**src/rtl/gate_out_monitor.sv**
```systemverilog
// -----------------------------------------------------------------------------
// gate_out_monitor
//
// Watches the output of a two-input AND gate. The gate output is brought into
// the clk domain, its rising and falling edges are counted, each high pulse is
// measured, and every completed pulse length is offered to a consumer over a
// valid/ready report interface. A long high level raises stuck_hi.
//
// Ports
//   clk        : clock, all state on its rising edge
//   rst_n      : asynchronous active-low reset
//   c_in       : AND gate output, may be asynchronous to clk
//   clear      : synchronous clear of edge counters, report and ovf
//   level      : synchronized c_in
//   rise_cnt   : saturating count of rising edges
//   fall_cnt   : saturating count of falling edges
//   rpt_valid  : a pulse-length report is pending
//   rpt_ready  : consumer accepts the pending report
//   rpt_len    : length in cycles of the reported high pulse (saturating)
//   ovf        : sticky, a pulse completed while a report was still pending
//   stuck_hi   : level has been high for at least HOLD_MAX cycles
// -----------------------------------------------------------------------------
module gate_out_monitor #(
    parameter int CNT_W    = 8,
    parameter int LEN_W    = 8,
    parameter int HOLD_MAX = 16
) (
    input  logic             clk,
    input  logic             rst_n,
    input  logic             c_in,
    input  logic             clear,
    output logic             level,
    output logic [CNT_W-1:0] rise_cnt,
    output logic [CNT_W-1:0] fall_cnt,
    output logic             rpt_valid,
    input  logic             rpt_ready,
    output logic [LEN_W-1:0] rpt_len,
    output logic             ovf,
    output logic             stuck_hi
);

    localparam logic [CNT_W-1:0] CNT_MAX = {CNT_W{1'b1}};
    localparam logic [LEN_W-1:0] LEN_MAX = {LEN_W{1'b1}};
    localparam logic [LEN_W-1:0] HOLD_L  = LEN_W'(HOLD_MAX);

    typedef enum logic [1:0] {
        ST_LOW   = 2'd0,
        ST_HIGH  = 2'd1,
        ST_STUCK = 2'd2
    } state_t;

    // Synchronizer and edge history
    logic             sync1_q;
    logic             level_q;
    logic             prev_q;

    logic [CNT_W-1:0] rise_cnt_q, rise_cnt_d;
    logic [CNT_W-1:0] fall_cnt_q, fall_cnt_d;
    logic [LEN_W-1:0] run_q,      run_d;
    state_t           state_q,    state_d;
    logic             rpt_valid_q, rpt_valid_d;
    logic [LEN_W-1:0] rpt_len_q,   rpt_len_d;
    logic             ovf_q,       ovf_d;

    logic rise;
    logic fall;

    assign rise = level_q & ~prev_q;
    assign fall = ~level_q & prev_q;

    // Run counter: value seen in the fall cycle equals the number of cycles
    // level was high, because it loads 1 on the rise cycle itself.
    always_comb begin
        run_d = run_q;
        if (rise) begin
            run_d = LEN_W'(1);
        end else if (level_q && (run_q != LEN_MAX)) begin
            run_d = run_q + LEN_W'(1);
        end
    end

    // Pulse-state FSM. The HOLD_MAX threshold is tested against run_d so that
    // stuck_hi becomes visible on the same edge the run count reaches it.
    always_comb begin
        state_d = state_q;
        unique case (state_q)
            ST_LOW: begin
                if (rise) begin
                    state_d = (run_d >= HOLD_L) ? ST_STUCK : ST_HIGH;
                end
            end
            ST_HIGH: begin
                if (fall) begin
                    state_d = ST_LOW;
                end else if (level_q && (run_d >= HOLD_L)) begin
                    state_d = ST_STUCK;
                end
            end
            ST_STUCK: begin
                if (fall) begin
                    state_d = ST_LOW;
                end
            end
            default: state_d = ST_LOW;
        endcase
    end

    // Edge counters, report register and overflow flag. clear wins over an
    // edge in the same cycle, so that edge is neither counted nor reported.
    always_comb begin
        rise_cnt_d  = rise_cnt_q;
        fall_cnt_d  = fall_cnt_q;
        rpt_valid_d = rpt_valid_q;
        rpt_len_d   = rpt_len_q;
        ovf_d       = ovf_q;

        if (rise && (rise_cnt_q != CNT_MAX)) begin
            rise_cnt_d = rise_cnt_q + CNT_W'(1);
        end
        if (fall && (fall_cnt_q != CNT_MAX)) begin
            fall_cnt_d = fall_cnt_q + CNT_W'(1);
        end

        if (rpt_valid_q && rpt_ready) begin
            rpt_valid_d = 1'b0;
        end

        if (fall) begin
            if (!rpt_valid_q || rpt_ready) begin
                rpt_len_d   = run_q;
                rpt_valid_d = 1'b1;
            end else begin
                ovf_d = 1'b1;
            end
        end

        if (clear) begin
            rise_cnt_d  = '0;
            fall_cnt_d  = '0;
            rpt_valid_d = 1'b0;
            rpt_len_d   = '0;
            ovf_d       = 1'b0;
        end
    end

    always_ff @(posedge clk or negedge rst_n) begin
        if (!rst_n) begin
            sync1_q     <= 1'b0;
            level_q     <= 1'b0;
            prev_q      <= 1'b0;
            rise_cnt_q  <= '0;
            fall_cnt_q  <= '0;
            run_q       <= '0;
            state_q     <= ST_LOW;
            rpt_valid_q <= 1'b0;
            rpt_len_q   <= '0;
            ovf_q       <= 1'b0;
        end else begin
            sync1_q     <= c_in;
            level_q     <= sync1_q;
            prev_q      <= level_q;
            rise_cnt_q  <= rise_cnt_d;
            fall_cnt_q  <= fall_cnt_d;
            run_q       <= run_d;
            state_q     <= state_d;
            rpt_valid_q <= rpt_valid_d;
            rpt_len_q   <= rpt_len_d;
            ovf_q       <= ovf_d;
        end
    end

    assign level     = level_q;
    assign rise_cnt  = rise_cnt_q;
    assign fall_cnt  = fall_cnt_q;
    assign rpt_valid = rpt_valid_q;
    assign rpt_len   = rpt_len_q;
    assign ovf       = ovf_q;
    assign stuck_hi  = (state_q == ST_STUCK);

endmodule

```
**config.mk**
```make
export PLATFORM = sky130hd
export DESIGN_NAME = gate_out_monitor
export DESIGN_NICKNAME = d
export VERILOG_FILES = /design/src/rtl/gate_out_monitor.sv
export SDC_FILE = /design/constraint.sdc
export NUM_CORES = 1
export LEC_CHECK = 0
export ABC_AREA = 1
export BUFFER_PORTS_ARGS = -buffer_cell sky130_fd_sc_hd__buf_4
export CORE_MARGIN = 2
export CORE_UTILIZATION = 25
export CTS_BUF_LIST = sky130_fd_sc_hd__clkbuf_8 sky130_fd_sc_hd__clkbuf_16
export CTS_CLUSTER_SIZE = 12
export DETAILED_ROUTE_END_ITERATION = 8
export PLACE_DENSITY = 0.39
export SYNTH_ARGS = -nofsm -noshare
export SYNTH_HDL_FRONTEND = slang
export SYNTH_SLANG_ARGS = --single-unit
export TNS_END_PERCENT = 10
```
**constraint.sdc**
```tcl
create_clock -name clk -period 2.11 [get_ports clk]
set_clock_uncertainty 0.05 [all_clocks]
set_input_delay 0.3165 -clock clk [delete_from_list [all_inputs] [get_ports clk]]
set_output_delay 0.3165 -clock clk [all_outputs]
set_load 0.05 [all_outputs]
```
==> run_results.csv, run 1 <==
group,metric,value,unit
run_status,status,"completed",
synth,syn-instance-count,228,
layout,stdcell_count,368,
floorplan,core,7290,um^2
clock_network,cts_buffers,5,
detailed_routing,via_per_inst,4.33,
detailed_routing,dr.pass1.iters,4,
synth,ys_top_cells_by_count,"inv_1, dfrtp_1, nand2_1, nand3_1, nor2_1",
synth,synth.avg_cell_area,8.32,um^2
layout,area_delta_synth_final,24.5,%
floorplan,io_pins,33,
floorplan,start_util,26.0,%
clock_network,clock_path_buffers,2,
sta,setup_viol,0,
setup_path,r2r_start,"rise_cnt[0]",
layout,nets,276,
detailed_routing,vias,1594,
global_route,grt_pass1_wl,7510,um
detailed_routing,wl_per_cell,12.0,um
global_route,grt_pass1_vias,1559,
synth,syn_nets,236,
setup_path,start_kind,"flip-flop",
min_path,holdPathEnd,"sync1_q",
setup_path,crit_cells,8,
global_route,grt_usage,11.5,%
detailed_routing,postRouteAntennaNets,0,
power,power_density,659,nW/um^2
setup_path,path_cells,"ha_1, nand4_1, o21ai_2, nand2_2, nand3_2, clkinv_1, nand3_1, and3_1",
clock_network,cts_resized,0,
detailed_routing,drtIter0Drc,82,
global_route,grt.overflow.total,0,
setup_path,crit_family,"simple AND/OR/NAND/NOR gates",
synth,yosysTopAreaCell,"dfrtp_1",
synth,synth.area.top_cells,"dfrtp_1, inv_1, nand2_1, nand3_1, a21oi_1",
clock_network,insertion_delay,0.30,ns
synth,async_flop_share,100,%
sta,tightestPinTransition,0.517,ns
placement,dp_hpwl,3200,um
power,peakVddDrop,0.000222,V
sta,relSlewSlack,65.6,%
setup_path,critPathBufInv,1,
run,drv_cap,0,
sta,finalHoldViolations,0,
detailed_routing,route.detailed.drc,0,
floorplan,fp-row-count,31,
clock_network,clock_sinks,39,
detailed_routing,wl,4400,um
floorplan,dieArea,8300,um^2
min_path,hold_path.startpoint,"c_in",
setup_path,worstSetupPathType,"reg -> reg",
synth,yosysWarnings,0,
synth,synthDistinctLibCells,27,
sta,fmax,0.590,GHz
synth,syn_area,1900,um^2
global_route,grt_max_degree,40,
clock_network,tritoncts,"built",
clock_network,htree_num_levels,2,
synth,synth_most_common_cell,"inv_1",
placement,dp_cells,359,
placement,gp_congestion,0.784,
sta,fin_crit_sh,80.3,%
synth,synth_top_cell_area_share,51.5,%
setup_path,rrSetupSlack,0.42,ns
setup_path,worstPathRequired,2.30,ns
sta,final.setup.tns,0,ns
power,total_power,1.56,mW
placement,portBuffers,32,
setup_path,r2r_cells,8,
sta,drv_slew,0,
synth,synth_edf_count,0,
synth,synthFlopType,"dfrtp_1",
sta,rsz0062_at_grt,"false",
setup_path,arrival,1.88,ns
synth,synth-seq-cells,39,
min_path,holdPathStages,1,
power,p_leak,1.13,nW
setup_path,regToRegEndpoint,"rise_cnt[6]",
layout,drive_above_1_share,21.6,%
clock_network,clkTransAtPathRegs,0.08,ns
setup_path,cp-end-kind,"flip-flop",
synth,synth_sequential_area_ratio,51.5,%
clock_network,root_buffer,"clkbuf_8",
sta,finalCriticalPeriod,1.69,ns
floorplan,dieWidth,91.1,um
setup_path,cp_slowest_cell,"dfrtp_1",
global_route,antenna_found_initial,0,
floorplan,die_h,91.1,um
setup_path,crit_path_max_incr_delay,0.42,ns
setup_path,path_max_fanout,5,
layout,diodes,0,
min_path,hold_path.class,"in -> reg",
## sequential cells by signal (all words and copies together), names as in the netlist
register,flops
level,1
rise_cnt,8
state_q,2
rpt_len,8
sync1_q,1
ovf,1
prev_q,1
run_q,8
rpt_valid,1
fall_cnt,8
## how the worst max path moves through the flow
stage	from	endpoint	slack (ns)
after detailed placement	level	rise_cnt[6]	0.41
after global routing	fall_cnt[0]	fall_cnt[7]	0.21
after CTS	fall_cnt[0]	fall_cnt[7]	0.39
final	rise_cnt[0]	rise_cnt[6]	0.42
after floorplan	rise_cnt[0]	rise_cnt[6]	0.23
after global placement	rise_cnt[0]	rise_cnt[6]	0.39
## per-stage QoR
stage	setup slack, ns	area [um^2]	hold WS (ns)	util, %
after floorplan	0.229	1900	-0.0291	-
after global placement	0.393	2270	0.284	31.1
after detailed placement	0.410	2270	0.285	31.1
after CTS	0.386	2360	0.0640	32.4
after global routing	0.212	2360	0.0568	32.4
final	0.416	2360	0.0764	32.4
## per-layer routing
metal | up-vias | global-route usage [%] | share of wire, %
li1 | 829 | - | -
met1 | 727 | 15.4 | 48
met2 | 31 | 17.4 | 45
met3 | 7 | 3.32 | 4.5
met4 | 0 | 4.92 | 1.8
met5 | - | 0 | 0
## where the power goes
part | switching, mW | internal [mW] | total, mW
registers | 0.0435 | 0.786 | 0.829
logic | 0.155 | 0.0748 | 0.230
clock network | 0.272 | 0.226 | 0.498
## cell families after synthesis
kind of cell    share of synthesized area [%]
compound gates                           12.8
flops                                    51.5
xor+xnor                                0.462
fa+ha+maj                                1.98
buf+inv                                  9.70
simple gates                             23.6
## worst reg2reg max path, stage by stage, from the launching register on
cell and delay [ns]:
dfrtp_1 0.42, ha_1 0.23, nand4_1 0.12, o21ai_2 0.24, nand2_2 0.14, nand3_2 0.11, clkinv_1 0.11, nand3_1 0.08
and3_1 0.14
## repair_timing
action	CTS	global route
endpoints found under the hold margin	39	0
buffers inserted	0	0
hold buffers	1	0
## placed cells by master (no fill, tap or decap), drive strengths merged
cell type / instances
and3: 1
o2111ai: 1
clkinv: 4
o31ai: 1
dfrtp: 39
a21oi: 15
nor2: 23
nand3b: 1
o21ai: 15
buf: 34
nand3: 24
o22ai: 8
nand2: 35
dlygate4sd3: 1
a211oi: 2
ha: 3
inv: 46
nor3: 6
xor2: 1
nand4: 3
o21bai: 1
clkbuf: 5
## cell type report
class / count / area (um^2)
Fill cell: 808 / 4930
Sequential cell: 39 / 976
Multi-Input combinational cell: 140 / 737
Timing Repair Buffer: 35 / 265
Inverter: 47 / 176
Tap cell: 99 / 124
Clock buffer: 5 / 68.8
Clock inverter: 3 / 15.0
No activity file was read; power rests on OpenSTA's default activity.
==> inputs of run 2 (changes only) <==
Settings changed: ABC_AREA 1 to 0.
Clock period 2.11 ns to 1.7 ns, I/O delays scaled along.
==> run_results.csv, run 2 <==
group,metric,value,unit
floorplan,fp-row-count,31,
floorplan,die_h,89.3,um
placement,place_ws,-0.210,ns
synth,yosysTopAreaCell,"dfrtp_1",
synth,synth_sequential_area_ratio,53.6,%
synth,synth_edf_count,0,
layout,final_util,35.0,%
layout,diodes,0,
power,power_density,897,nW/um^2
layout,area_delta_synth_final,37.3,%
min_path,hold_path.class,"in -> reg",
clock_network,tritoncts,"built",
sta,rsz0062_at_grt,"true",
min_path,holdPathEnd,"sync1_q",
synth,yosysWarnings,0,
synth,synthFlopType,"dfrtp_1",
run_status,status,"complete, but fails checks",
setup_path,r2r_cells,7,
synth,async_flop_share,100,%
min_path,holdPathStages,1,
sta,tightestPinTransition,0.511,ns
sta,relSlewSlack,65.9,%
global_route,antenna_found_initial,0,
clock_network,insertion_delay,0.29,ns
global_route,grt_usage,12.6,%
clock_network,root_buffer,"clkbuf_8",
global_route,grt_pass1_vias,1515,
layout,nets,253,
layout,drive_above_1_share,29.4,%
layout,final_cell_area,2500,um^2
power,p_leak,1.12,nW
detailed_routing,dr.pass1.iters,4,
synth,syn_area,1820,um^2
floorplan,dieArea,7980,um^2
setup_path,start_kind,"flip-flop",
setup_path,rrSetupSlack,-0.14,ns
power,total_power,2.24,mW
detailed_routing,postRouteAntennaNets,0,
layout,mostFrequentLayoutCell,"buf_4",
sta,finalHoldViolations,0,
synth,synth.avg_cell_area,9.63,um^2
synth,synth.area.top_cells,"dfrtp_1, xnor2_1, nor2_1, nand2_1, a21oi_1",
detailed_routing,vias,1519,
layout,final_cell_mix,"buf_4, dfrtp_1, nor2_1, nand2_1",
detailed_routing,via_per_inst,4.42,
run_status,violations,"setup timing",
layout,regArea,977,um^2
setup_path,path_max_fanout,3,
detailed_routing,drtIter0Drc,100,
synth,synth-seq-cells,39,
min_path,hold_path.startpoint,"c_in",
layout,fillers,763,
global_route,grt_max_degree,40,
detailed_routing,route.detailed.drc,0,
synth,synth_most_common_cell,"dfrtp_1",
sta,fin_ws,-0.138,ns
setup_path,r2r_start,"run_q[1]",
setup_path,arrival,1.96,ns
clock_network,clkTransAtPathRegs,0.08,ns
setup_path,worstPathRequired,1.82,ns
sta,fin_crit_sh,108,%
floorplan,core,7140,um^2
global_route,grt.overflow.total,0,
global_route,grt_pass1_wl,7650,um
synth,syn_nets,197,
sta,drv_slew,0,
detailed_routing,wl_per_cell,12.8,um
clock_network,clock_sinks,39,
floorplan,start_util,25.5,%
setup_path,regToRegEndpoint,"state_q[1]",
placement,placed_area,2320,um^2
sta,finalCriticalPeriod,1.84,ns
run,drv_cap,0,
power,peakVddDrop,0.000261,V
setup_path,cp-end-kind,"flip-flop",
placement,portBuffers,32,
clock_network,htree_num_levels,2,
detailed_routing,wl,4420,um
floorplan,io_pins,33,
sta,final.setup.tns,-0.253,ns
setup_path,worstSetupPathType,"reg -> reg",
floorplan,dieWidth,89.3,um
layout,multi_input_area,866,um^2
synth,syn-instance-count,189,
placement,dp_hpwl,3060,um
synth,ys_top_cells_by_count,"dfrtp_1, nor2_1, nand2_1, a21oi_1, nand3_1",
synth,synthDistinctLibCells,34,
synth,synth_top_cell_area_share,53.6,%
placement,gp_congestion,0.762,
sta,fmax,0.544,GHz
clock_network,clock_path_buffers,2,
clock_network,cts_buffers,5,
sta,setup_viol,2,
run 2: layout make-up:
type / count / share of cell area, %
Sequential cell: 39 / 39.1
Multi-Input combinational cell: 140 / 34.6
Timing Repair Buffer: 55 / 16.6
Tap cell: 99 / 4.95
Clock buffer: 5 / 2.75
Clock inverter: 2 / 1.35
Inverter: 4 / 0.601
run 2: critical path, cell delays in order, from the launching register on:
cell       delay, ns
dfrtp_1         0.40
ha_4            0.17
buf_4           0.11
buf_4           0.10
nand4_1         0.06
o211a_1         0.15
or4_4           0.54
a2bb2oi_1       0.14
run 2: logic make-up (layout without fill, tap and decap cells):
logic type / after synthesis / after routing / share of synthesized area (%)
AND/OR/NAND/NOR: 89 / 89 / 23.4
buffers and inverters: 10 / 66 / 2.34
AO/OA/AOI/OAI: 32 / 32 / 10.8
multiplexers: 1 / 1 / 0.550
XOR/XNOR: 15 / 15 / 7.22
adder cells (fa/ha/maj): 3 / 3 / 2.06
flip-flops: 39 / 39 / 53.6
run 2: timing repair:
action	CTS	global route
endpoints found under the setup margin	13	19
gates resized for setup	8	6
pin swaps	2	2
hold endpoints to repair	39	0
setup buffers	0	1
hold buffers	1	0
run 2: where the power goes:
group	total, mW	internal [mW]	switching [mW]
Combinational	0.436	0.196	0.240
Clock	0.761	0.425	0.336
Sequential	1.05	0.984	0.0628
Total	2.24	1.60	0.639
run 2: worst max-delay path by stage:
stage                            end  depth (start not counted)  slack (ns)  startpoint
final                     state_q[1]                          7       -0.14    run_q[1]
after floorplan           state_q[1]                          6       -0.23       level
after CTS                 state_q[1]                          6       -0.15    run_q[0]
after global placement    state_q[1]                          6       -0.15    run_q[0]
after global routing      state_q[1]                          7       -0.23    run_q[1]
after detailed placement  state_q[1]                          6       -0.21    run_q[0]
run 2: metal layers:
metal  GRT usage, %  share of wire [%]  wire length (um)
met5              0                  0                 0
met4           4.88                1.8                78
met3           3.05                3.4               150
met2           18.9                 46              2010
met1           17.5                 49              2170
run 2: per-stage QoR:
stage	cells	hold WS [ns]
2_1_floorplan	189	-0.0906
3_5_place_dp	335	0.227
4_1_cts	343	0.00732
5_1_grt	344	0.00603
3_3_place_gp	335	0.229
6_report	344	0.0190
==> inputs of run 3 (changes only) <==
Settings changed: BUFFER_PORTS_ARGS -buffer_cell sky130_fd_sc_hd__buf_4 to -buffer_cell sky130_fd_sc_hd__buf_2, HOLD_SLACK_MARGIN set to 0.08.
==> run_results.csv, run 3 (same netlist as run 2, synthesis figures left out) <==
group,metric,value,unit
power,peakVddDrop,0.000267,V
detailed_routing,vias,1516,
run_status,status,"complete, but fails checks",
layout,multi_input_area,860,um^2
sta,tightestPinTransition,0.535,ns
detailed_routing,postRouteAntennaNets,0,
min_path,hold_path.class,"in -> reg",
detailed_routing,dr.pass1.iters,4,
floorplan,start_util,25.5,%
power,p_leak,1.12,nW
clock_network,clock_sinks,39,
layout,regArea,977,um^2
global_route,grt.overflow.total,0,
setup_path,crit_start,"run_q[0]",
setup_path,start_kind,"flip-flop",
sta,final.setup.tns,-0.236,ns
layout,final_util,33.8,%
layout,mostFrequentLayoutCell,"dfrtp_1",
clock_network,insertion_delay,0.29,ns
sta,fin_crit_sh,108,%
setup_path,path_cells,"buf_4, and3_2, a21oi_1, nor3_1, or4_4, a2bb2oi_1",
setup_path,rrSetupSlack,-0.13,ns
global_route,grt_pass1_vias,1493,
sta,finalHoldViolations,0,
floorplan,dieArea,7980,um^2
setup_path,worstPathRequired,1.83,ns
setup_path,cp_slowest_cell,"or4_4",
clock_network,cts_buffers,5,
clock_network,clkTransAtPathRegs,0.08,ns
setup_path,r2r_cells,6,
layout,area_delta_synth_final,32.6,%
run,drv_cap,0,
setup_path,arrival,1.96,ns
run_status,violations,"setup timing",
setup_path,path_max_fanout,5,
layout,fillers,782,
min_path,holdPathStages,4,
setup_path,crit_path_max_incr_delay,0.49,ns
clock_network,tritoncts,"built",
global_route,grt_max_degree,27,
setup_path,cp-end-kind,"flip-flop",
detailed_routing,wl_per_cell,12.6,um
sta,rsz0062_at_grt,"true",
sta,fmax,0.546,GHz
layout,diodes,0,
sta,drv_slew,0,
setup_path,regToRegEndpoint,"state_q[1]",
global_route,grt_usage,12.0,%
placement,place_ws,-0.229,ns
floorplan,die_h,89.3,um
power,power_density,893,nW/um^2
floorplan,core,7140,um^2
floorplan,dieWidth,89.3,um
detailed_routing,via_per_inst,4.39,
sta,setup_viol,2,
layout,stdcell_count,345,
clock_network,htree_num_levels,2,
setup_path,r2r_start,"run_q[0]",
floorplan,io_pins,33,
layout,drive_above_1_share,29.7,%
layout,nets,253,
layout,final_cell_mix,"dfrtp_1, buf_2, nor2_1, nand2_1, buf_4",
placement,dp_cells,335,
clock_network,clock_path_buffers,2,
placement,portBuffers,32,
setup_path,crit_end,"state_q[1]",
floorplan,fp-row-count,31,
global_route,antenna_found_initial,0,
detailed_routing,drtIter0Drc,58,
detailed_routing,wl,4330,um
placement,dp_hpwl,3090,um
sta,relSlewSlack,64.3,%
detailed_routing,route.detailed.drc,0,
sta,fin_ws,-0.131,ns
placement,gp_congestion,0.666,
setup_path,worstSetupPathType,"reg -> reg",
clock_network,root_buffer,"clkbuf_8",
sta,finalCriticalPeriod,1.83,ns
global_route,grt_pass1_wl,7340,um
-- run 3: cell types whose count changed in the layout (fill, tap and decap cells not counted), sizes merged --
cell	delta
buf	-1
dlygate4sd3	+1
clkbuf	+2
bufinv	-1
-- run 3: worst min path at each step --
stage	startpoint	to	slack [ns]
floorplan	rst_n	fall_cnt[0]	-0.09
global placement	rst_n	prev_q	0.22
detailed placement	rst_n	prev_q	0.23
CTS	rpt_ready	rpt_valid	0.24
global route	rpt_ready	rpt_valid	0.27
finish	rpt_ready	rpt_valid	0.26
-- run 3: routing by layer --
metal  track usage, %  part of all wire (%)  up-vias
met3             3.42                   4.3        5
met5                0                     0        -
met2             18.9                    47       24
met1             16.1                    47      720
met4             3.26                   1.3        0
li1                 -                     -      767
-- run 3: timing repair --
action	CTS	global route
hold endpoints to repair	22	0
setup buffers	0	0
hold buffers	2	0
pin swaps	0	1
gates resized for setup	5	9
setup endpoints to repair	13	18
-- run 3: where the power goes --
| part | switching [mW] | internal, mW | leakage [nW] |
|---|---|---|---|
| combinational | 0.236 | 0.171 | 0.539 |
| sequential | 0.0648 | 0.984 | 0.526 |
| clock | 0.335 | 0.365 | 0.0557 |
| total | 0.636 | 1.52 | 1.12 |
-- run 3: critical path: cells and delay by family, from the launching register on --
kind                   cells  cell delay [ns]
AO/OA/AOI/OAI              2             0.28
buffers and inverters      1             0.17
flip-flops                 1             0.42
AND/OR/NAND/NOR            3             0.79
-- run 3: stage by stage --
stage          power (mW)  instance area, um^2  hold slack, ns
6_report             2.16                 2410           0.255
3_5_place_dp         1.43                 2240           0.228
2_1_floorplan        1.27                 1830         -0.0906
5_1_grt              2.27                 2410           0.267
3_3_place_gp         1.43                 2240           0.219
4_1_cts              2.17                 2390           0.245
-- run 3: area by class of cell --
type	instances	area share [%]
clock buffer	7	3.99
clock inverter	1	0.156
inverter	4	0.622
multi-input combinational	140	35.6
sequential	39	40.5
tap	99	5.13
timing repair buffer	55	14.0
